===== src/rtl/mem_arb_pkg.sv =====
// Shared types and widths for the instruction/data memory arbiter.
package mem_arb_pkg;

  localparam int ADDR_W = 32;
  localparam int DATA_W = 32;
  localparam int STRB_W = 4;

  typedef enum logic [1:0] {
    IDLE,
    REQ,
    WAIT
  } arb_state_e;

  typedef enum logic {
    OWN_I,
    OWN_D
  } arb_owner_e;

endpackage


===== src/rtl/mem_arbiter_if.sv =====
// Bundles the fetch port, data port and memory port of the arbiter.
// slave = the arbiter's view, master = the CPU stages plus memory model.
interface mem_arbiter_if;
  import mem_arb_pkg::*;

  // Instruction-fetch port
  logic              i_req;
  logic [ADDR_W-1:0] i_addr;
  logic              i_gnt;
  logic              i_rvalid;
  logic [DATA_W-1:0] i_rdata;
  logic              i_err;

  // Data-memory port
  logic              d_req;
  logic              d_we;
  logic [ADDR_W-1:0] d_addr;
  logic [DATA_W-1:0] d_wdata;
  logic [STRB_W-1:0] d_wstrb;
  logic              d_gnt;
  logic              d_rvalid;
  logic [DATA_W-1:0] d_rdata;
  logic              d_err;

  // Memory port
  logic              m_req;
  logic              m_we;
  logic [ADDR_W-1:0] m_addr;
  logic [DATA_W-1:0] m_wdata;
  logic [STRB_W-1:0] m_wstrb;
  logic              m_ready;
  logic              m_rvalid;
  logic [DATA_W-1:0] m_rdata;

  modport slave (
    input  i_req, i_addr,
    output i_gnt, i_rvalid, i_rdata, i_err,
    input  d_req, d_we, d_addr, d_wdata, d_wstrb,
    output d_gnt, d_rvalid, d_rdata, d_err,
    output m_req, m_we, m_addr, m_wdata, m_wstrb,
    input  m_ready, m_rvalid, m_rdata
  );

  modport master (
    output i_req, i_addr,
    input  i_gnt, i_rvalid, i_rdata, i_err,
    output d_req, d_we, d_addr, d_wdata, d_wstrb,
    input  d_gnt, d_rvalid, d_rdata, d_err,
    input  m_req, m_we, m_addr, m_wdata, m_wstrb,
    output m_ready, m_rvalid, m_rdata
  );

endinterface


===== src/rtl/mem_arb_select.sv =====
// Winner selection for the arbiter: data has priority unless fetch has
// been passed over STARVE_MAX times in a row while it was waiting.
module mem_arb_select
  import mem_arb_pkg::*;
#(
  parameter int STARVE_MAX = 4
) (
  input  logic clk,
  input  logic rst,
  input  logic idle_i,
  input  logic i_req_i,
  input  logic d_req_i,
  output logic gnt_i_o,
  output logic gnt_d_o
);

  localparam logic [3:0] STARVE_LIM = 4'(STARVE_MAX);

  logic [3:0] starve_q, starve_d;
  logic       i_forced;

  // Pick the winner and work out the next starvation count.
  always_comb begin
    // NOTE: every output of a combinational block gets a default first so no path leaves it unassigned and infers a latch.
    gnt_i_o  = 1'b0;
    gnt_d_o  = 1'b0;
    starve_d = starve_q;
    i_forced = i_req_i && (starve_q == STARVE_LIM);
    // Grants are suppressed while reset is held so none can leak out.
    if (idle_i && !rst) begin
      gnt_d_o = d_req_i && !i_forced;
      gnt_i_o = i_req_i && !gnt_d_o;
      if (!i_req_i || gnt_i_o) begin
        starve_d = '0;
      end else if (gnt_d_o && (starve_q != STARVE_LIM)) begin
        starve_d = starve_q + 4'd1;
      end
    end
  end

  // Starvation counter register.
  always_ff @(posedge clk or posedge rst) begin
    // NOTE: sequential state uses non-blocking assignments so every flop samples pre-edge values regardless of block order.
    if (rst) starve_q <= '0;
    else     starve_q <= starve_d;
  end

endmodule


===== src/rtl/mem_arbiter.sv =====
// Shares one single-ported memory between the fetch and data ports,
// one outstanding transaction at a time, with a response timeout.
module mem_arbiter
  import mem_arb_pkg::*;
#(
  parameter int STARVE_MAX = 4,
  parameter int TIMEOUT    = 64
) (
  input  logic          clk,
  input  logic          rst,
  mem_arbiter_if.slave  bus
);

  localparam logic [7:0] TMO_LAST = 8'(TIMEOUT - 1);

  arb_state_e        state_q, state_d;
  arb_owner_e        owner_q, owner_d;
  logic [7:0]        tmo_q, tmo_d;
  logic              m_we_q, m_we_d;
  logic [ADDR_W-1:0] m_addr_q, m_addr_d;
  logic [DATA_W-1:0] m_wdata_q, m_wdata_d;
  logic [STRB_W-1:0] m_wstrb_q, m_wstrb_d;

  logic gnt_i, gnt_d;
  logic tmo_expired, rsp_fire;

  mem_arb_select #(
    .STARVE_MAX (STARVE_MAX)
  ) u_select (
    .clk     (clk),
    .rst     (rst),
    .idle_i  (state_q == IDLE),
    .i_req_i (bus.i_req),
    .d_req_i (bus.d_req),
    .gnt_i_o (gnt_i),
    .gnt_d_o (gnt_d)
  );

  // Next-state logic: latch the winner's fields, then walk REQ -> WAIT -> IDLE.
  always_comb begin
    state_d     = state_q;
    owner_d     = owner_q;
    tmo_d       = tmo_q;
    m_we_d      = m_we_q;
    m_addr_d    = m_addr_q;
    m_wdata_d   = m_wdata_q;
    m_wstrb_d   = m_wstrb_q;
    tmo_expired = (state_q == WAIT) && !bus.m_rvalid && (tmo_q == TMO_LAST);
    rsp_fire    = (state_q == WAIT) && (bus.m_rvalid || tmo_expired);
    case (state_q)
      IDLE: begin
        if (gnt_d) begin
          owner_d   = OWN_D;
          m_we_d    = bus.d_we;
          m_addr_d  = bus.d_addr;
          m_wdata_d = bus.d_we ? bus.d_wdata : '0;
          m_wstrb_d = bus.d_we ? bus.d_wstrb : '0;
          state_d   = REQ;
        end else if (gnt_i) begin
          owner_d   = OWN_I;
          m_we_d    = 1'b0;
          m_addr_d  = bus.i_addr;
          m_wdata_d = '0;
          m_wstrb_d = '0;
          state_d   = REQ;
        end
      end
      REQ: begin
        if (bus.m_ready) begin
          tmo_d   = '0;
          state_d = WAIT;
        end
      end
      WAIT: begin
        if (rsp_fire) state_d = IDLE;
        else          tmo_d   = tmo_q + 8'd1;
      end
      default: state_d = IDLE;
    endcase
  end

  // State, owner, timeout counter and the registered memory request fields.
  always_ff @(posedge clk or posedge rst) begin
    if (rst) begin
      state_q   <= IDLE;
      owner_q   <= OWN_I;
      tmo_q     <= '0;
      m_we_q    <= 1'b0;
      m_addr_q  <= '0;
      m_wdata_q <= '0;
      m_wstrb_q <= '0;
    end else begin
      state_q   <= state_d;
      owner_q   <= owner_d;
      tmo_q     <= tmo_d;
      m_we_q    <= m_we_d;
      m_addr_q  <= m_addr_d;
      m_wdata_q <= m_wdata_d;
      m_wstrb_q <= m_wstrb_d;
    end
  end

  assign bus.i_gnt   = gnt_i;
  assign bus.d_gnt   = gnt_d;

  assign bus.m_req   = (state_q == REQ);
  assign bus.m_we    = m_we_q;
  assign bus.m_addr  = m_addr_q;
  assign bus.m_wdata = m_wdata_q;
  assign bus.m_wstrb = m_wstrb_q;

  // Responses pass straight through from memory to the owning port only.
  assign bus.i_rvalid = rsp_fire && (owner_q == OWN_I);
  assign bus.d_rvalid = rsp_fire && (owner_q == OWN_D);
  assign bus.i_err    = bus.i_rvalid && tmo_expired;
  assign bus.d_err    = bus.d_rvalid && tmo_expired;
  assign bus.i_rdata  = (bus.i_rvalid && bus.m_rvalid) ? bus.m_rdata : '0;
  assign bus.d_rdata  = (bus.d_rvalid && bus.m_rvalid && !m_we_q) ? bus.m_rdata : '0;

endmodule

===== src/flat_wrapper.sv =====
// flat-port wrapper written by rule: the top's interface ports become plain ports
module mem_arbiter_flat import mem_arb_pkg::*;
#(
  parameter int STARVE_MAX = 4,
  parameter int TIMEOUT    = 64
)
  (clk, rst, bus_i_req, bus_i_addr, bus_i_gnt, bus_i_rvalid, bus_i_rdata, bus_i_err, bus_d_req, bus_d_we, bus_d_addr, bus_d_wdata, bus_d_wstrb, bus_d_gnt, bus_d_rvalid, bus_d_rdata, bus_d_err, bus_m_req, bus_m_we, bus_m_addr, bus_m_wdata, bus_m_wstrb, bus_m_ready, bus_m_rvalid, bus_m_rdata);
  mem_arbiter_if bus_i ();
  input  logic clk;
  input  logic rst;
  input wire logic [$bits(bus_i.i_req)-1:0] bus_i_req;
  input wire logic [$bits(bus_i.i_addr)-1:0] bus_i_addr;
  output wire logic [$bits(bus_i.i_gnt)-1:0] bus_i_gnt;
  output wire logic [$bits(bus_i.i_rvalid)-1:0] bus_i_rvalid;
  output wire logic [$bits(bus_i.i_rdata)-1:0] bus_i_rdata;
  output wire logic [$bits(bus_i.i_err)-1:0] bus_i_err;
  input wire logic [$bits(bus_i.d_req)-1:0] bus_d_req;
  input wire logic [$bits(bus_i.d_we)-1:0] bus_d_we;
  input wire logic [$bits(bus_i.d_addr)-1:0] bus_d_addr;
  input wire logic [$bits(bus_i.d_wdata)-1:0] bus_d_wdata;
  input wire logic [$bits(bus_i.d_wstrb)-1:0] bus_d_wstrb;
  output wire logic [$bits(bus_i.d_gnt)-1:0] bus_d_gnt;
  output wire logic [$bits(bus_i.d_rvalid)-1:0] bus_d_rvalid;
  output wire logic [$bits(bus_i.d_rdata)-1:0] bus_d_rdata;
  output wire logic [$bits(bus_i.d_err)-1:0] bus_d_err;
  output wire logic [$bits(bus_i.m_req)-1:0] bus_m_req;
  output wire logic [$bits(bus_i.m_we)-1:0] bus_m_we;
  output wire logic [$bits(bus_i.m_addr)-1:0] bus_m_addr;
  output wire logic [$bits(bus_i.m_wdata)-1:0] bus_m_wdata;
  output wire logic [$bits(bus_i.m_wstrb)-1:0] bus_m_wstrb;
  input wire logic [$bits(bus_i.m_ready)-1:0] bus_m_ready;
  input wire logic [$bits(bus_i.m_rvalid)-1:0] bus_m_rvalid;
  input wire logic [$bits(bus_i.m_rdata)-1:0] bus_m_rdata;
  assign bus_i.i_req = bus_i_req;
  assign bus_i.i_addr = bus_i_addr;
  assign bus_i_gnt = bus_i.i_gnt;
  assign bus_i_rvalid = bus_i.i_rvalid;
  assign bus_i_rdata = bus_i.i_rdata;
  assign bus_i_err = bus_i.i_err;
  assign bus_i.d_req = bus_d_req;
  assign bus_i.d_we = bus_d_we;
  assign bus_i.d_addr = bus_d_addr;
  assign bus_i.d_wdata = bus_d_wdata;
  assign bus_i.d_wstrb = bus_d_wstrb;
  assign bus_d_gnt = bus_i.d_gnt;
  assign bus_d_rvalid = bus_i.d_rvalid;
  assign bus_d_rdata = bus_i.d_rdata;
  assign bus_d_err = bus_i.d_err;
  assign bus_m_req = bus_i.m_req;
  assign bus_m_we = bus_i.m_we;
  assign bus_m_addr = bus_i.m_addr;
  assign bus_m_wdata = bus_i.m_wdata;
  assign bus_m_wstrb = bus_i.m_wstrb;
  assign bus_i.m_ready = bus_m_ready;
  assign bus_i.m_rvalid = bus_m_rvalid;
  assign bus_i.m_rdata = bus_m_rdata;
  mem_arbiter #(.STARVE_MAX(STARVE_MAX), .TIMEOUT(TIMEOUT)) u_core (.clk(clk), .rst(rst), .bus(bus_i));
endmodule

===== config.mk =====
export PLATFORM = sky130hd
export DESIGN_NAME = mem_arbiter_flat
export DESIGN_NICKNAME = d
export VERILOG_FILES = /design/src/rtl/mem_arb_pkg.sv /design/src/rtl/mem_arbiter_if.sv /design/src/rtl/mem_arb_select.sv /design/src/rtl/mem_arbiter.sv /design/src/flat_wrapper.sv
export SDC_FILE = /design/constraint.sdc
export NUM_CORES = 1
export LEC_CHECK = 0
export BUFFER_PORTS_ARGS = -buffer_cell sky130_fd_sc_hd__buf_2
export CORE_AREA = 2 2 108 110
export CTS_CLUSTER_SIZE = 12
export DETAILED_ROUTE_END_ITERATION = 10
export DIE_AREA = 0 0 110 112
export PLACE_DENSITY = 0.76
export SLEW_MARGIN = 20
export SYNTH_ARGS = -nofsm -noshare
export SYNTH_HDL_FRONTEND = slang
export SYNTH_HIERARCHICAL = 1
export SYNTH_SLANG_ARGS = --single-unit

===== constraint.sdc =====
create_clock -name clk -period 4.5 [get_ports clk]
set_input_delay 0.675 -clock clk [delete_from_list [all_inputs] [get_ports clk]]
set_output_delay 0.675 -clock clk [all_outputs]
set_load 0.02 [all_outputs]

# After elaboration in Yosys (flattened, before gate mapping)
# Cells that the tools add are included.
# word_totals
out_inout_bits	140
regBits	84
in_bits	139
# classes
n_reduce_logical	31
eq_ne	9
mux	25
n_bitwise	1
add_sub_neg	2
# op_table
operator	n
two-way mux 32 bit	7
two-way mux 4 bit	5
two-way mux 8 bit	2
one-hot mux 8 bit (2 select lines)	1
logical AND 1 bit	15
adder 8 x 1 -> 8 bit, second input constant	1
== test 8 x 6 -> 1 bit, second input constant	1
two-way mux 2 bit	4
logical NOT 1 bit	6
one-hot mux 2 bit (3 select lines)	1
AND reduction 3 bit	2
nonzero test 2 bit	3
two-way mux 1 bit	5
adder 4 x 1 -> 4 bit, second input constant	1
== test 4 x 3 -> 1 bit, second input constant	1
inequality test 2 x 1 -> 1 bit, second input constant	2
inequality test 4 x 3 -> 1 bit, second input constant	1
AND reduction 2 bit	2
inequality test 3 bit, second input constant	1
== test 2 x 1 -> 1 bit, second input constant	1
== test 2 bit, second input constant	1
logical NOT 2 bit	1
logical OR 1 bit	2
inequality test 2 bit, second input constant	1
NOT 1 bit	1

# Longest topological paths before layout
# Gate-level depths: netlist of run 1.
# depth
word_depth	10
mapped_depth	11

# Hierarchy
# Netlist of run 1, hierarchy kept.
# by_module_without_submodules
mod	instances	area_each_um2	cells_per_inst
mem_arbiter	1	3824.9	359
mem_arb_select	1	296.5	32

# Worst setup path after synthesis of run 1
# OpenSTA, ideal clock, no wires.
# synth_path
kind	input-to-output
start	in bus_m_rvalid
end	out bus_i_err
n_path_buf	0
required_ns	3.825
path_stages	3
t_arrival_ns	1.922
setup_slack_ns	1.903
path_cell_list	or3b_4 -> nor2_1 -> nor4b_1
# synth_via
elab_chain_cells	7
# synth_lines
element	line	source
from (decl)	flat_wrapper.sv:32	input wire logic [$bits(bus_i.m_rvalid)-1:0] bus_m_rvalid;
logical NOT 1 bit	mem_arbiter.sv:48	tmo_expired = (state_q == WAIT) && !bus.m_rvalid && (tmo_q == TMO_LAST);
logical AND 1 bit (2 in series)	mem_arbiter.sv:48	
logical OR 1 bit	mem_arbiter.sv:49	rsp_fire = (state_q == WAIT) && (bus.m_rvalid || tmo_expired);
logical AND 1 bit	mem_arbiter.sv:49	
logical AND 1 bit	mem_arbiter.sv:113	assign bus.i_rvalid = rsp_fire && (owner_q == OWN_I);
logical AND 1 bit *	mem_arbiter.sv:115	assign bus.i_err = bus.i_rvalid && tmo_expired;
to (decl)	flat_wrapper.sv:16	output wire logic [$bits(bus_i.i_err)-1:0] bus_i_err;
# Every way passes the cells marked *; elsewhere a longest branch is shown, timed or not.

# Worst setup path after layout of run 1
# layout_path
start	reg u_core.state_q[0]
end	out bus_d_gnt
# layout_via
elab_chain_cells	3
# layout_lines
element	line	source
from (decl)	mem_arbiter.sv:16	arb_state_e state_q, state_d;
from (signal assigned)	mem_arbiter.sv:93	state_q <= state_d;
logical NOT 2 bit	mem_arbiter.sv:32	.idle_i (state_q == IDLE),
logical AND 1 bit	mem_arb_select.sv:30	if (idle_i && !rst) begin
two-way mux 1 bit	mem_arb_select.sv:30	
to (decl)	flat_wrapper.sv:22	output wire logic [$bits(bus_i.d_gnt)-1:0] bus_d_gnt;
# No other way between the ends.

==> impl_metrics.json, run 1 <==
{
  "period_needed_ps": 3200,
  "cts_num_sinks": 84,
  "drv_cap": 0,
  "drtPass1Iterations": 5,
  "cts_resized": 0,
  "p_sw_share_pct": 39.8,
  "grt_pass1_wl_mm": 17.7,
  "rows": 39,
  "grt_antenna_before_repair": 0,
  "fmax_mhz": 313,
  "grt_usage_pct": 18.3,
  "ff2ff_path_depth": 8,
  "max_slew_margin_pct": 41.6,
  "clockRootBuffer": "clkbuf_16",
  "dieWidth_um": 110,
  "first_iter_violations": 150,
  "min_path_type": "in2async",
  "ys.flop_type": "dfrtp_1",
  "total_power_w": 0.00357,
  "ys_ff_latch": 84,
  "startpoint_type": "flip-flop",
  "synthCells": 391,
  "power_leakage_nw": 3.37,
  "dp.cells": 791,
  "worstReg2RegEnd": "u_core/bus.m_wdata[9]",
  "worstMarginPinSlew_ps": 875,
  "avgSynthCellArea_um2": 10.5,
  "finalInstanceArea_um2": 6010,
  "coreArea_um2": 11200,
  "drc": 0,
  "postCtsHoldBufs": 0,
  "drive_gt1_share_pct": 47.5,
  "worst_ep_arrival_time_ps": 2520,
  "grt_pass1_vias": 3714,
  "end_kind": "primary output",
  "ctsHtreeMaxLevel": 3,
  "ys_types": 43,
  "ant_nets": 0,
  "p_seq_share_pct": 35.2,
  "r2r_start": "u_core/state_q[0]",
  "avgViaCountPerCell": 4.87,
  "crit_start": "u_core/state_q[0]",
  "nFillCells": 1014,
  "slew_viol_final": 0,
  "grt_overflow_total": 0,
  "vias": 3934,
  "grt_max_degree": 55,
  "io_pins": 279,
  "initial_core_util_pct": 36.9,
  "fp.dieH_um": 112,
  "power-per-cell-area_nw_per_um2": 594,
  "final_hold_viol_count": 0,
  "routed_wl_mm": 11.7,
  "final_cells": 808,
  "postCtsSetupRepairBufs": 0,
  "p_int_w": 0.00215,
  "finClkSkew_ps": 8.30,
  "hpwlAfterDp_mm": 9.31,
  "synth_warnings": 6,
  "syn-cell-area_um2": 4120,
  "ir_worst_vdd_uv": 301,
  "run_status": "complete, no violations",
  "die_area_um2": 12300,
  "gp_congestion": 0.779,
  "fin_setup_tns_ps": 0,
  "timing.final.crit_share_pct": 71.0,
  "required_ps": 3830,
  "cts_made_buffers": 9,
  "io_buffer_count": 278,
  "p_switching_w": 0.00142,
  "combPwrFrac_pct": 42.1,
  "setup_violations": 0,
  "wl_per_cell_um": 14.5,
  "cp-endpoint": "bus_d_gnt",
  "synth_nets": 533,
  "placed_area_um2": 5640,
  "r2r_slack_ps": 1690,
  "synth-seq-area-share_pct": 51.0,
  "clk_path_buf_depth": 2,
  "criticalPathCategory": "reg2out",
  "p_clk_share_pct": 22.7,
  "rsz0062_at_grt": "false",
  "antenna-diode-count": 0,
  "syn2layout_area_growth_pct": 45.9,
  "nets": 802,
  "clk_latency_ps": 330,
  "path_max_fanout": 35,
  "clk_pin_slew_ps": 60,
  "synth_edf_count": 0,
  "cts_tree": "done",
  "synth_async_sr_flop_share_pct": 100
}
worst max-delay path: stages, from the launching register on:
cell and delay [ps]:
dfrtp_1 430, nor2_1 410, nor2b_4 310, nand2_1 110, a21oi_4 160, buf_4 490
buf_2 270
how the worst min path moves through the flow:
stage	start	cells past startpoint	end	slack, ps
detailed placement	u_core/bus.m_addr[1]	2	u_core/bus.m_addr[1]	470
global placement	u_core/bus.m_addr[5]	2	u_core/bus.m_addr[5]	460
floorplan	rst	1	u_core/u_select/starve_q[0]	440
CTS	rst	2	u_core/u_select/starve_q[0]	270
finish	rst	2	u_core/u_select/starve_q[1]	270
global route	rst	2	u_core/u_select/starve_q[1]	290
stage by stage:
stage	hold slack [ps]	worst slack [ps]	util, %
6_report	275	1300	53.8
2_1_floorplan	441	1770	-
3_5_place_dp	469	1570	50.5
5_1_grt	286	1150	53.8
3_3_place_gp	460	1700	50.5
4_1_cts	267	1250	53.5
power groups by stage:
stage | registers (W) | logic [W] | clock network, W
after floorplan | 0.00158 | 0.000635 | 0
after global placement | 0.00125 | 0.00146 | 0
after detailed placement | 0.00126 | 0.00150 | 0
after CTS | 0.00126 | 0.00150 | 0.000826
after global routing | 0.00130 | 0.00163 | 0.000863
final | 0.00126 | 0.00150 | 0.000810
layer usage:
| metal | part of all wire (%) | track usage, % |
|---|---|---|
| met4 | 2.0 | 7.09 |
| met3 | 7.4 | 2.93 |
| met5 | 0 | 0 |
| met1 | 38 | 20.0 |
| met2 | 53 | 34.5 |
cells in the mapped netlist, types with 2 or more instances:
master,number,area share [%]
o311ai_2,2,0.79
nand3_1,3,0.36
nor3b_1,2,0.36
clkbuf_1,12,1.1
mux2i_1,32,7.8
ha_1,3,0.91
a22o_1,38,8.1
o21ai_0,34,4.1
nor2_1,6,0.55
nand4_1,2,0.30
and3_1,5,0.76
buf_2,14,1.7
nor3b_2,2,0.61
o21ai_1,2,0.24
nor3_1,2,0.24
nand2_1,43,3.9
dfrtp_1,84,51
inv_1,9,0.82
a21oi_1,5,0.61
nor2b_1,2,0.30
and2_1,66,10
a211o_1,2,0.43
sequential cells by signal (all words and copies together), names as in the netlist:
name / count
u_core/tmo_q: 8
u_core/bus.m_we: 1
u_core/u_select/starve_q: 4
u_core/bus.m_wstrb: 4
u_core/bus.m_addr: 32
u_core/bus.m_wdata: 32
u_core/owner_q: 1
u_core/state_q: 2
cell families after synthesis:
group | Yosys count | share of synthesized area, %
and+or+nand+nor | 145 | 20.2
adders and majority gates | 3 | 0.911
AOI/OAI and AO/OA | 91 | 16.2
DFF | 84 | 51.0
buffers and inverters | 35 | 3.61
muxes | 33 | 8.04
cell type report:
cell class	instances	area [µm²]	area share, %
flip-flops and latches	84	2100	35.0
multi-input cells	272	1910	31.7
repair buffers	284	1460	24.2
clock buffers	10	239	3.97
well taps	143	179	2.98
clock inverters	6	96.3	1.60
inverters	9	35.0	0.583
cell usage in the layout, fill, tap and decap left out, drive strengths merged:
cell type	instances
nand2	43
and2b	1
mux2	1
nand2b	1
nand3	4
a22o	38
o221ai	1
o221a	1
nor4	1
ha	3
a221o	1
o21ba	1
and3	5
clkinvlp	1
a21oi	5
nor3b	4
nor2b	3
nor2	7
nor3	2
clkinv	3
nand4	2
o21ai	36
mux2i	32
bufinv	2
o311ai	2
nor4b	1
or2b	1
nand3b	2
buf	284
a211o	2
and2	66
a21o	1
and4	1
o22ai	1
or3b	1
inv	9
dfrtp	84
a31oi	2
clkbuf	10
(Power assumes the default switching activity.)
==> run 2: changes to the inputs <==
--- a/config.mk
+++ b/config.mk
@@ -10,7 +10,7 @@
 export CTS_CLUSTER_SIZE = 12
 export DETAILED_ROUTE_END_ITERATION = 10
 export DIE_AREA = 0 0 110 112
-export PLACE_DENSITY = 0.76
+export PLACE_DENSITY = 0.78
 export SLEW_MARGIN = 20
 export SYNTH_ARGS = -nofsm -noshare
 export SYNTH_HDL_FRONTEND = slang
==> constraint.sdc (replaced) <==
create_clock -name clk -period 2.8 [get_ports clk]
set_input_delay 0.42 -clock clk [delete_from_list [all_inputs] [get_ports clk]]
set_output_delay 0.42 -clock clk [all_outputs]
set_load 0.02 [all_outputs]
==> run 2 against run 1 <==
  * Sequential share of layout area up 0.058 points
  * Via count is 0.20% higher
  * Clock skew is 3.6 ps lower
  * First-iteration DRC count down 8.0%
  * Count of clock-buffer cells in the layout fell by 1
  * Cell count is 0.37% higher
  * Clock power up 57%
  * Worst setup slack worse by 910 ps
  * Wire length is 4.1% higher
  * Design area is 0.17% lower
  * Sequential power is 61% higher
  * Largest cell class unchanged
  * Highest routed layer unchanged
==> impl_metrics.json, run 2 (synthesized netlist as in run 1, its figures left out) <==
{
  "coreArea_um2": 11200,
  "avgViaCountPerCell": 4.86,
  "grt_pass1_wl_mm": 18.5,
  "fin_setup_tns_ps": 0,
  "final_hold_viol_count": 0,
  "clk_latency_ps": 330,
  "drc": 0,
  "io_pins": 279,
  "timing.final.crit_share_pct": 86.1,
  "dieWidth_um": 110,
  "power_leakage_nw": 3.36,
  "antenna-diode-count": 0,
  "startpoint_type": "flip-flop",
  "ant_nets": 0,
  "grt_overflow_total": 0,
  "gp_congestion": 0.867,
  "seq_area_um2": 2100,
  "setup_ws_ps": 390,
  "path_delay_family": "simple AND/OR/NAND/NOR gates",
  "place_ws_ps": 544,
  "wl_per_cell_um": 15.0,
  "cts_made_buffers": 9,
  "syn2layout_area_growth_pct": 45.7,
  "nets": 805,
  "worstReg2RegEnd": "u_core/bus.m_addr[1]",
  "final_util_pct": 53.7,
  "power-per-cell-area_nw_per_um2": 951,
  "path_max_fanout": 4,
  "max_slew_margin_pct": 50.8,
  "cpPeakStageDelay_ps": 370,
  "nFillCells": 979,
  "criticalPathCategory": "reg2out",
  "rows": 39,
  "ctsHtreeMaxLevel": 3,
  "rsz0062_at_grt": "false",
  "grt_pass1_vias": 3936,
  "path_cells": "ha_1, and4_1, nand3b_1, nor4b_1, buf_2",
  "fp.dieH_um": 112,
  "clockRootBuffer": "clkbuf_16",
  "first_iter_violations": 138,
  "vias": 3942,
  "clk_pin_slew_ps": 60,
  "io_buffer_count": 278,
  "crit_start": "u_core/tmo_q[1]",
  "postCtsHoldBufs": 0,
  "postCtsSetupRepairBufs": 0,
  "total_power_w": 0.00571,
  "slew_viol_final": 0,
  "initial_core_util_pct": 36.9,
  "cts_num_sinks": 84,
  "slowest_stage": "dfrtp_1",
  "drive_gt1_share_pct": 47.8,
  "routed_wl_mm": 12.2,
  "r2r_slack_ps": 510,
  "drtPass1Iterations": 4,
  "end_kind": "primary output",
  "worst_ep_arrival_time_ps": 1990,
  "cts_tree": "done",
  "run_status": "complete, no violations",
  "ir_worst_vdd_uv": 595,
  "grt_max_degree": 78,
  "clk_path_buf_depth": 2,
  "finClkSkew_ps": 4.66,
  "die_area_um2": 12300,
  "hpwlAfterDp_mm": 9.64,
  "grt_antenna_before_repair": 0,
  "period_needed_ps": 2410,
  "required_ps": 2380,
  "setup_violations": 0,
  "path_buf_inv": 1,
  "drv_cap": 0,
  "final_common_cell": "buf_2",
  "ff2ff_path_depth": 8,
  "final_cell_mix": "buf_2, dfrtp_1, and2_1",
  "min_path_type": "in2async",
  "r2r_start": "u_core/u_select/starve_q[0]",
  "grt_usage_pct": 19.5,
  "worstMarginPinSlew_ps": 735,
  "fmax_mhz": 415,
  "cts_resized": 0,
  "multi_input_area_um2": 1890
}
run 2: cell type report:
| class | instances | area share, % |
|---|---|---|
| Tap cell | 143 | 2.98 |
| Clock buffer | 9 | 3.75 |
| Clock inverter | 7 | 1.65 |
| Inverter | 9 | 0.563 |
| Multi-Input combinational cell | 272 | 31.5 |
| Sequential cell | 84 | 35.0 |
| Timing Repair Buffer | 287 | 24.5 |
run 2: power by group:
group | leakage [nW] | switching (W) | total, W | internal, W
sequential | 1.09 | 0.000314 | 0.00203 | 0.00171
combinational | 2.12 | 0.00148 | 0.00241 | 0.000927
clock | 0.144 | 0.000487 | 0.00127 | 0.000784
total | 3.36 | 0.00228 | 0.00571 | 0.00342
run 2: stage by stage:
step | instances | instance area [µm²] | hold WS [ps]
2_1_floorplan | 391 | 4120 | 186
3_3_place_gp | 795 | 5680 | 357
3_5_place_dp | 795 | 5680 | 368
4_1_cts | 811 | 6000 | 3.65
5_1_grt | 811 | 6000 | 27.1
6_report | 811 | 6000 | 15.6
run 2: how the worst max path moves through the flow:
| stage | to | slack (ps) | cells past startpoint |
|---|---|---|---|
| 6_report | bus_i_err | 390 | 5 |
| 5_1_grt | bus_i_err | 230 | 5 |
| 4_1_cts | bus_i_err | 360 | 5 |
| 3_5_place_dp | u_core/bus.m_addr[30] | 540 | 8 |
| 3_3_place_gp | u_core/bus.m_addr[27] | 640 | 8 |
| 2_1_floorplan | u_core/bus.m_wdata[10] | 320 | 9 |
run 2: per-layer routing:
metal  vias up  GRT usage [%]  routed length [µm]
met1      1819           20.9                4460
met4         0           8.35                 322
li1       1902              -                   -
met2       197           35.9                6440
met3        24           4.22                 954
met5         -              0                   0
